**src/rtl/switch_input.sv**
```systemverilog
// rtl/switch_input.sv - debounced board switches and single-step button
//
// Purpose:
//   Synchronizes the 16 board switches and the single-step button, then
//   debounces every bit on a slow sample tick. A bit's new level is accepted
//   only after STABLE_CNT consecutive sample ticks in which the synchronized
//   value differs from the held level. Any agreeing tick restarts the count.
//   The debounced button produces a single-cycle press pulse. Any debounced
//   switch change produces a single-cycle change pulse.
//
// Ports:
//   clk        in   system clock, rising edge
//   reset      in   synchronous active-high reset
//   sw_raw     in   [15] run, [14:3] address, [2:0] display mode (raw)
//   btn_raw    in   single-step button (raw, high when pressed)
//   run_sw     out  debounced sw_raw[15]
//   in_addr    out  debounced sw_raw[14:3]
//   mode_sel   out  debounced sw_raw[2:0]
//   mode_valid out  mode_sel in 3'b001..3'b101
//   step_pulse out  one cycle per accepted button press
//   sw_changed out  one cycle per debounced switch update

module switch_input #(
    parameter int SAMPLE_DIV = 100000,
    parameter int STABLE_CNT = 10
) (
    input  logic        clk,
    input  logic        reset,
    input  logic [15:0] sw_raw,
    input  logic        btn_raw,
    output logic        run_sw,
    output logic [11:0] in_addr,
    output logic [2:0]  mode_sel,
    output logic        mode_valid,
    output logic        step_pulse,
    output logic        sw_changed
);

    localparam int NBITS = 17;
    localparam int BTN   = 16;
    localparam int CW    = (SAMPLE_DIV > 2) ? $clog2(SAMPLE_DIV) : 1;

    localparam logic [CW-1:0] TICK_LAST  = CW'(SAMPLE_DIV - 1);
    localparam logic [3:0]    STAB_LAST  = 4'(STABLE_CNT - 1);

    // Bit 16 carries the button so all 17 inputs share one datapath.
    logic [NBITS-1:0] sync1;
    logic [NBITS-1:0] sync2;
    logic [NBITS-1:0] deb;
    logic [3:0]       stab [NBITS];

    logic [CW-1:0]    tick_cnt;
    logic             sample_tick;

    // Delayed copies of the debounced levels for edge detection.
    logic             btn_prev;
    logic [15:0]      sw_prev;

    assign sample_tick = (tick_cnt == TICK_LAST);

    always_ff @(posedge clk) begin
        if (reset) begin
            sync1    <= '0;
            sync2    <= '0;
            deb      <= '0;
            tick_cnt <= '0;
            for (int i = 0; i < NBITS; i++) begin
                stab[i] <= 4'd0;
            end
        end else begin
            sync1 <= {btn_raw, sw_raw};
            sync2 <= sync1;

            if (sample_tick) begin
                tick_cnt <= '0;
            end else begin
                tick_cnt <= tick_cnt + 1'b1;
            end

            // Debounced levels and counters only move on sample ticks; raw
            // activity between ticks has no effect at all.
            if (sample_tick) begin
                for (int i = 0; i < NBITS; i++) begin
                    if (sync2[i] == deb[i]) begin
                        stab[i] <= 4'd0;
                    end else if (stab[i] == STAB_LAST) begin
                        deb[i]  <= sync2[i];
                        stab[i] <= 4'd0;
                    end else begin
                        stab[i] <= stab[i] + 4'd1;
                    end
                end
            end
        end
    end

    // Pulse stage. The previous-level registers are cleared together with
    // the debounced levels, so reset never leaves an edge behind and any
    // pulse that would have fired on a reset edge is dropped.
    always_ff @(posedge clk) begin
        if (reset) begin
            btn_prev   <= 1'b0;
            sw_prev    <= '0;
            step_pulse <= 1'b0;
            sw_changed <= 1'b0;
        end else begin
            btn_prev   <= deb[BTN];
            sw_prev    <= deb[15:0];
            step_pulse <= deb[BTN] & ~btn_prev;
            sw_changed <= |(deb[15:0] ^ sw_prev);
        end
    end

    assign run_sw   = deb[15];
    assign in_addr  = deb[14:3];
    assign mode_sel = deb[2:0];

    always_comb begin
        mode_valid = 1'b0;
        case (mode_sel)
            3'b001, 3'b010, 3'b011, 3'b100, 3'b101: mode_valid = 1'b1;
            default:                                mode_valid = 1'b0;
        endcase
    end

endmodule

```
**config.mk**
```make
export PLATFORM = sky130hd
export DESIGN_NAME = switch_input
export DESIGN_NICKNAME = d
export VERILOG_FILES = /design/src/rtl/switch_input.sv
export SDC_FILE = /design/constraint.sdc
export NUM_CORES = 1
export LEC_CHECK = 0
export ABC_CLOCK_PERIOD_IN_PS = 3600
export BUFFER_PORTS_ARGS = -buffer_cell sky130_fd_sc_hd__buf_2
export CORE_UTILIZATION = 30
export DETAILED_ROUTE_END_ITERATION = 7
export PLACE_DENSITY = 0.5
export SYNTH_ARGS = -nofsm -noshare
export SYNTH_HDL_FRONTEND = slang
export SYNTH_SLANG_ARGS = --single-unit
```
**constraint.sdc**
```tcl
create_clock -name clk -period 3.6 [get_ports clk]
set_input_delay 0.54 -clock clk [delete_from_list [all_inputs] [get_ports clk]]
set_output_delay 0.54 -clock clk [all_outputs]
set_load 0.01 [all_outputs]
```
# Word-level counts from Yosys, hierarchy flattened

Memory sizes are Yosys's and may differ from the RTL's.
Cells that the tools add are included.

Register bits: 87
Memory bits (writable): 68
Input port bits: 19
Output and inout port bits: 19
Logic and storage cells: 466
Memories: 1

Memories:

| memory | depth | width | rd ports | clocked after memory_dff | wr ports | RTL line | text |
|---|---|---|---|---|---|---|---|
| stab   | 17    | 4     | 17       | 0                        | 17       | 50       | `logic [3:0] stab [NBITS];` |

Add/subtract/negate cells: 18
Equality and inequality tests: 40
Mux-type cells: 292
Bitwise operators: 71
Reductions and logical operators: 20

Operator list:

| kind                                           | count |
|---|---|
| 2-to-1 mux 1 bit                               | 241 |
| 2-to-1 mux 4 bit                               | 51 |
| adder 4 x 1 -> 4 bit (second input constant)   | 17 |
| == test 4 bit (second input constant)          | 17 |
| OR 1 bit                                       | 51 |
| AND reduction 3 bit                            | 17 |
| inverter 1 bit                                 | 18 |
| adder 17 x 1 -> 17 bit (second input constant) | 1 |
| == test 1 bit                                  | 17 |
| == test 17 bit (second input constant)         | 1 |
| OR reduction 16 bit                            | 1 |
| XOR 16 bit                                     | 1 |
| == test 3 x 2 -> 1 bit (second input constant) | 2 |
| == test 3 bit (second input constant)          | 2 |
| OR reduction 5 bit                             | 1 |
| == test 3 x 1 -> 1 bit (second input constant) | 1 |
| OR reduction 2 bit                             | 1 |
| bitwise AND 1 bit                              | 1 |

# Longest topological paths before layout

Word-level depth: 8
Depth in mapped cells: 7
Gate-level depth less buffers: 6

# Least setup slack after synthesis

No wires, ideal clock.

Kind: reg-to-reg
Start point: register tick_cnt[0]
End point: memory stab[0][0], enable pin
Setup time: 0.419 ns
Arrival: 2.688 ns
Required time: 3.181 ns
Slack: 0.493 ns
Cell stages (with the launch flop): 7
Path buffers: 2
Clock period less this slack: 3.107 ns
Cells stage by stage: dfxtp_1 -> ha_1 -> and4_1 -> nand4_4 -> buf_2 -> buf_1 -> nand2_1

RTL lines:

| item                   | RTL line | text |
|---|---|---|
| from (decl)            | 52       | `logic [CW-1:0] tick_cnt;` |
| from (signal assigned) | 77       | `tick_cnt <= tick_cnt + 1'b1;` |
| to (decl)              | 50       |  |

==> results.md <==
* GR Layer Usage met1 at 0.140
* Most Crowded Layer GR: met2
* Via/cell ratio at 4.46
* Crit Path Class: reg2reg
* GR Util met3 at 0.0350
* Slowest stage cell, crit path: or4_1
* RSZ-0062 raised after global routing: false
* DRC viols at 1
* Initial antenna violation count at 0
* Initial core utilization at 0.308
* DRT Pass-1 Iters at 6
* Critical Path End: stab[13][2]
* Power density over the cells at 483 nW/um^2
* Largest net degree at the start of global routing at 83
* WL/cell at 13.1 um
* First-iteration detailed-routing DRC count at 179
* Arrival time at the worst endpoint at 2.85 ns
* Total GRT Usage at 0.114
* Startpoint types: flip-flop
* Hold Buf Count CTS at 0
* Area of the mapped netlist at 6770 um^2
* Actual slew at the worst max-slew pin at 0.707 ns
* Avg Cell Area, Syn at 11.0 um^2
* Clock buffer depth at 2
* Vias in the first global route at 4254
* Slowest Stage Delay on Critical Path at 0.59 ns
* Max-cap violations at 0
* Register area share after synthesis at 0.559
* Fin. max-slew vios at 0
* Mapped Nets at 672
* Num CTS Buffers at 17
* Worst Reg-to-Reg Cells at 6
* Worst-Skew Late Latency at 0.42 ns
* Routed Antenna Nets at 0
* Layout area overhead at 14.7%
* HP Start: sw_raw[9]
* IO buf count at 37
* Worst Path Required at 3.87 ns
* CP Cell Sequence: ha_1 > and4_1 > nand4_4 > buf_4 > or4_1 > nor2_1
* Total Power at 0.00376 W
* Max Fanout on Critical Path at 22
* Setup bufs post-CTS at 0
* Ant diodes at 0
* RePlAce Congestion at 0.762
* RR Endpoint: stab[13][2]
* Critical Path Start: tick_cnt[0]
* Final HPWL DP at 8.10 mm
* Mux contribution to synthesized area at 0
* Hold Crit Class: in2reg
* Failing checks: DRC
* Fin. Hold Viols at 0
* Global Route met2 Usage at 0.189
* Clk_skew at 0.00866 ns
* Post-synthesis register bit count at 155
* Vias at 4191
* I/O pin cnt at 38
* Combinational family with the most area after synthesis: simple AND/OR/NAND/NOR gates
* # setup viols final at 0
* Hold path depth at 2
* Full die area at 23200 um^2
* R2R Setup Slk at 1.01 ns
* Layout Nets at 702
* Share of post-route cells with drive strength above 1 at 0.127
* Peak VDD IR at 323 uV
* Die Ht at 152 um
* Simple logic cell fraction of the synthesized area at 0.199
* H-tree Lvls at 4
* Rel. slew slack at 0.528
* Status: finished, violations left
* P_leak at 3.02 nW
* Synth Area in Adders at 0.0646
* Achievable frequency at 387 MHz
* Post-CTS sizing at 0
* CTS tree: built
* GRT overflow at 0
* CTS sink cnt at 155
* Num rows at 54
* Worst Setup End Kind: flip-flop
* Warning count from the yosys run at 0
* Synth Area in Compound Gates at 0.0338
* Post-Synth XOR/XNOR Area at 0.106
* Syn Inst Count at 618
* Synth unique cells at 28
* Routed wire length at 12.3 mm
* Period utilization at 0.718
* Reg2reg start: tick_cnt[0]
* First-pass GRT wire length at 20.9 mm
* Core ar. at 22000 um^2
* Root buffer cell: clkbuf_16
* Fin crit period at 2.59 ns
* Die width at 152 um
* Clock slew at the register clock pins of the worst setup and hold paths at 0.06 ns
* Total negative slack at 0 ns
[worst min-delay path by stage]
stage                 end  slack, ns
2_1_floorplan  step_pulse       0.37
5_1_grt          sync1[9]       0.31
4_1_cts          sync1[9]       0.31
3_5_place_dp   step_pulse       0.38
3_3_place_gp   step_pulse       0.38
6_report         sync1[9]       0.33
[cell usage in the layout, fill, tap and decap left out, drive strengths merged, types with 21 or more instances in the layout]
cell type,synthesis,layout
buf,21,41
clkbuf,9,23
dfxtp,87,87
edfxtp,68,68
ha,35,35
inv,21,21
nand2,25,25
nand3,38,38
nor2,103,103
nor2b,50,50
xnor2,45,45
xor2,37,37
[per-layer routing]
| layer | vias up | wire, um |
|---|---|---|
| met5 | - | 0 |
| met4 | 0 | 166 |
| met3 | 14 | 387 |
| met2 | 49 | 5850 |
| met1 | 1978 | 5880 |
| li1 | 2150 | - |
[flip-flops by register name (all words and copies together) (netlist names)]
register,flops
stab,68
step_pulse,1
tick_cnt,17
btn_prev,1
sw_changed,1
sync2,17
sync1,17
sw_prev,16
deb,17
[cell families after synthesis]
logic type,count (synthesis)
AOI/OAI and AO/OA,36
xor gates and xnor gates,82
adders and majority gates,35
buffers and inverters,51
DFF,155
and+or+nand+nor,259
[cell usage after synthesis]
master,instances,share of area
nor2_1,103,0.057
dfxtp_1,87,0.26
edfxtp_1,68,0.30
nor2b_1,50,0.046
xnor2_1,45,0.058
nand3_1,38,0.028
xor2_1,37,0.048
ha_1,35,0.065
nand2_1,25,0.014
inv_1,21,0.012
a21oi_1,18,0.013
o31ai_1,16,0.018
buf_4,15,0.017
clkbuf_1,9,0.0050
nor4_1,9,0.0083
or4_4,9,0.015
or4_1,8,0.0089
buf_2,5,0.0037
nand4_1,5,0.0046
nor3_1,5,0.0037
and4_1,2,0.0026
and4bb_2,2,0.0037
a41o_1,1,0.0015
a41oi_1,1,0.0013
and3_1,1,0.00092
buf_1,1,0.00055
nand4_4,1,0.0031
nor4b_4,1,0.0035
[cell type report]
class,count,area (um^2)
Multi-Input combinational cell,412,2740
Inverter,21,78.8
Clock buffer,23,488
Sequential cell,155,3780
Timing Repair Buffer,41,240
Fill cell,2181,14200
Tap cell,280,350
Clock inverter,8,92.6
[power breakdown]
| part | switching (W) | leakage, nW | internal (W) | total (W) |
|---|---|---|---|---|
| Combinational | 0.0000586 | 1.29 | 0.0000419 | 0.000100 |
| Clock | 0.000668 | 0.289 | 0.00108 | 0.00175 |
| Sequential | 0.0000300 | 1.44 | 0.00187 | 0.00190 |
| Total | 0.000757 | 3.02 | 0.00300 | 0.00376 |
[critical path, delay by kind of cell (launching register included)]
kind,cells,cell delay (ns)
fa+ha+maj,1,0.24
buf+inv,1,0.36
flops,1,0.40
simple gates,4,1.43
[stage by stage]
stage | hold WS, ns | instances | utilization | instance area [um^2] | worst slack, ns
after floorplan | 0.368 | 618 | - | 6770 | 0.493
after global placement | 0.378 | 909 | 0.328 | 7190 | 1.12
after detailed placement | 0.375 | 909 | 0.328 | 7190 | 1.01
after CTS | 0.306 | 940 | 0.354 | 7770 | 0.982
after global routing | 0.311 | 940 | 0.354 | 7770 | 0.798
final | 0.330 | 940 | 0.354 | 7770 | 1.01
No activity file was read; power rests on OpenSTA's default activity.
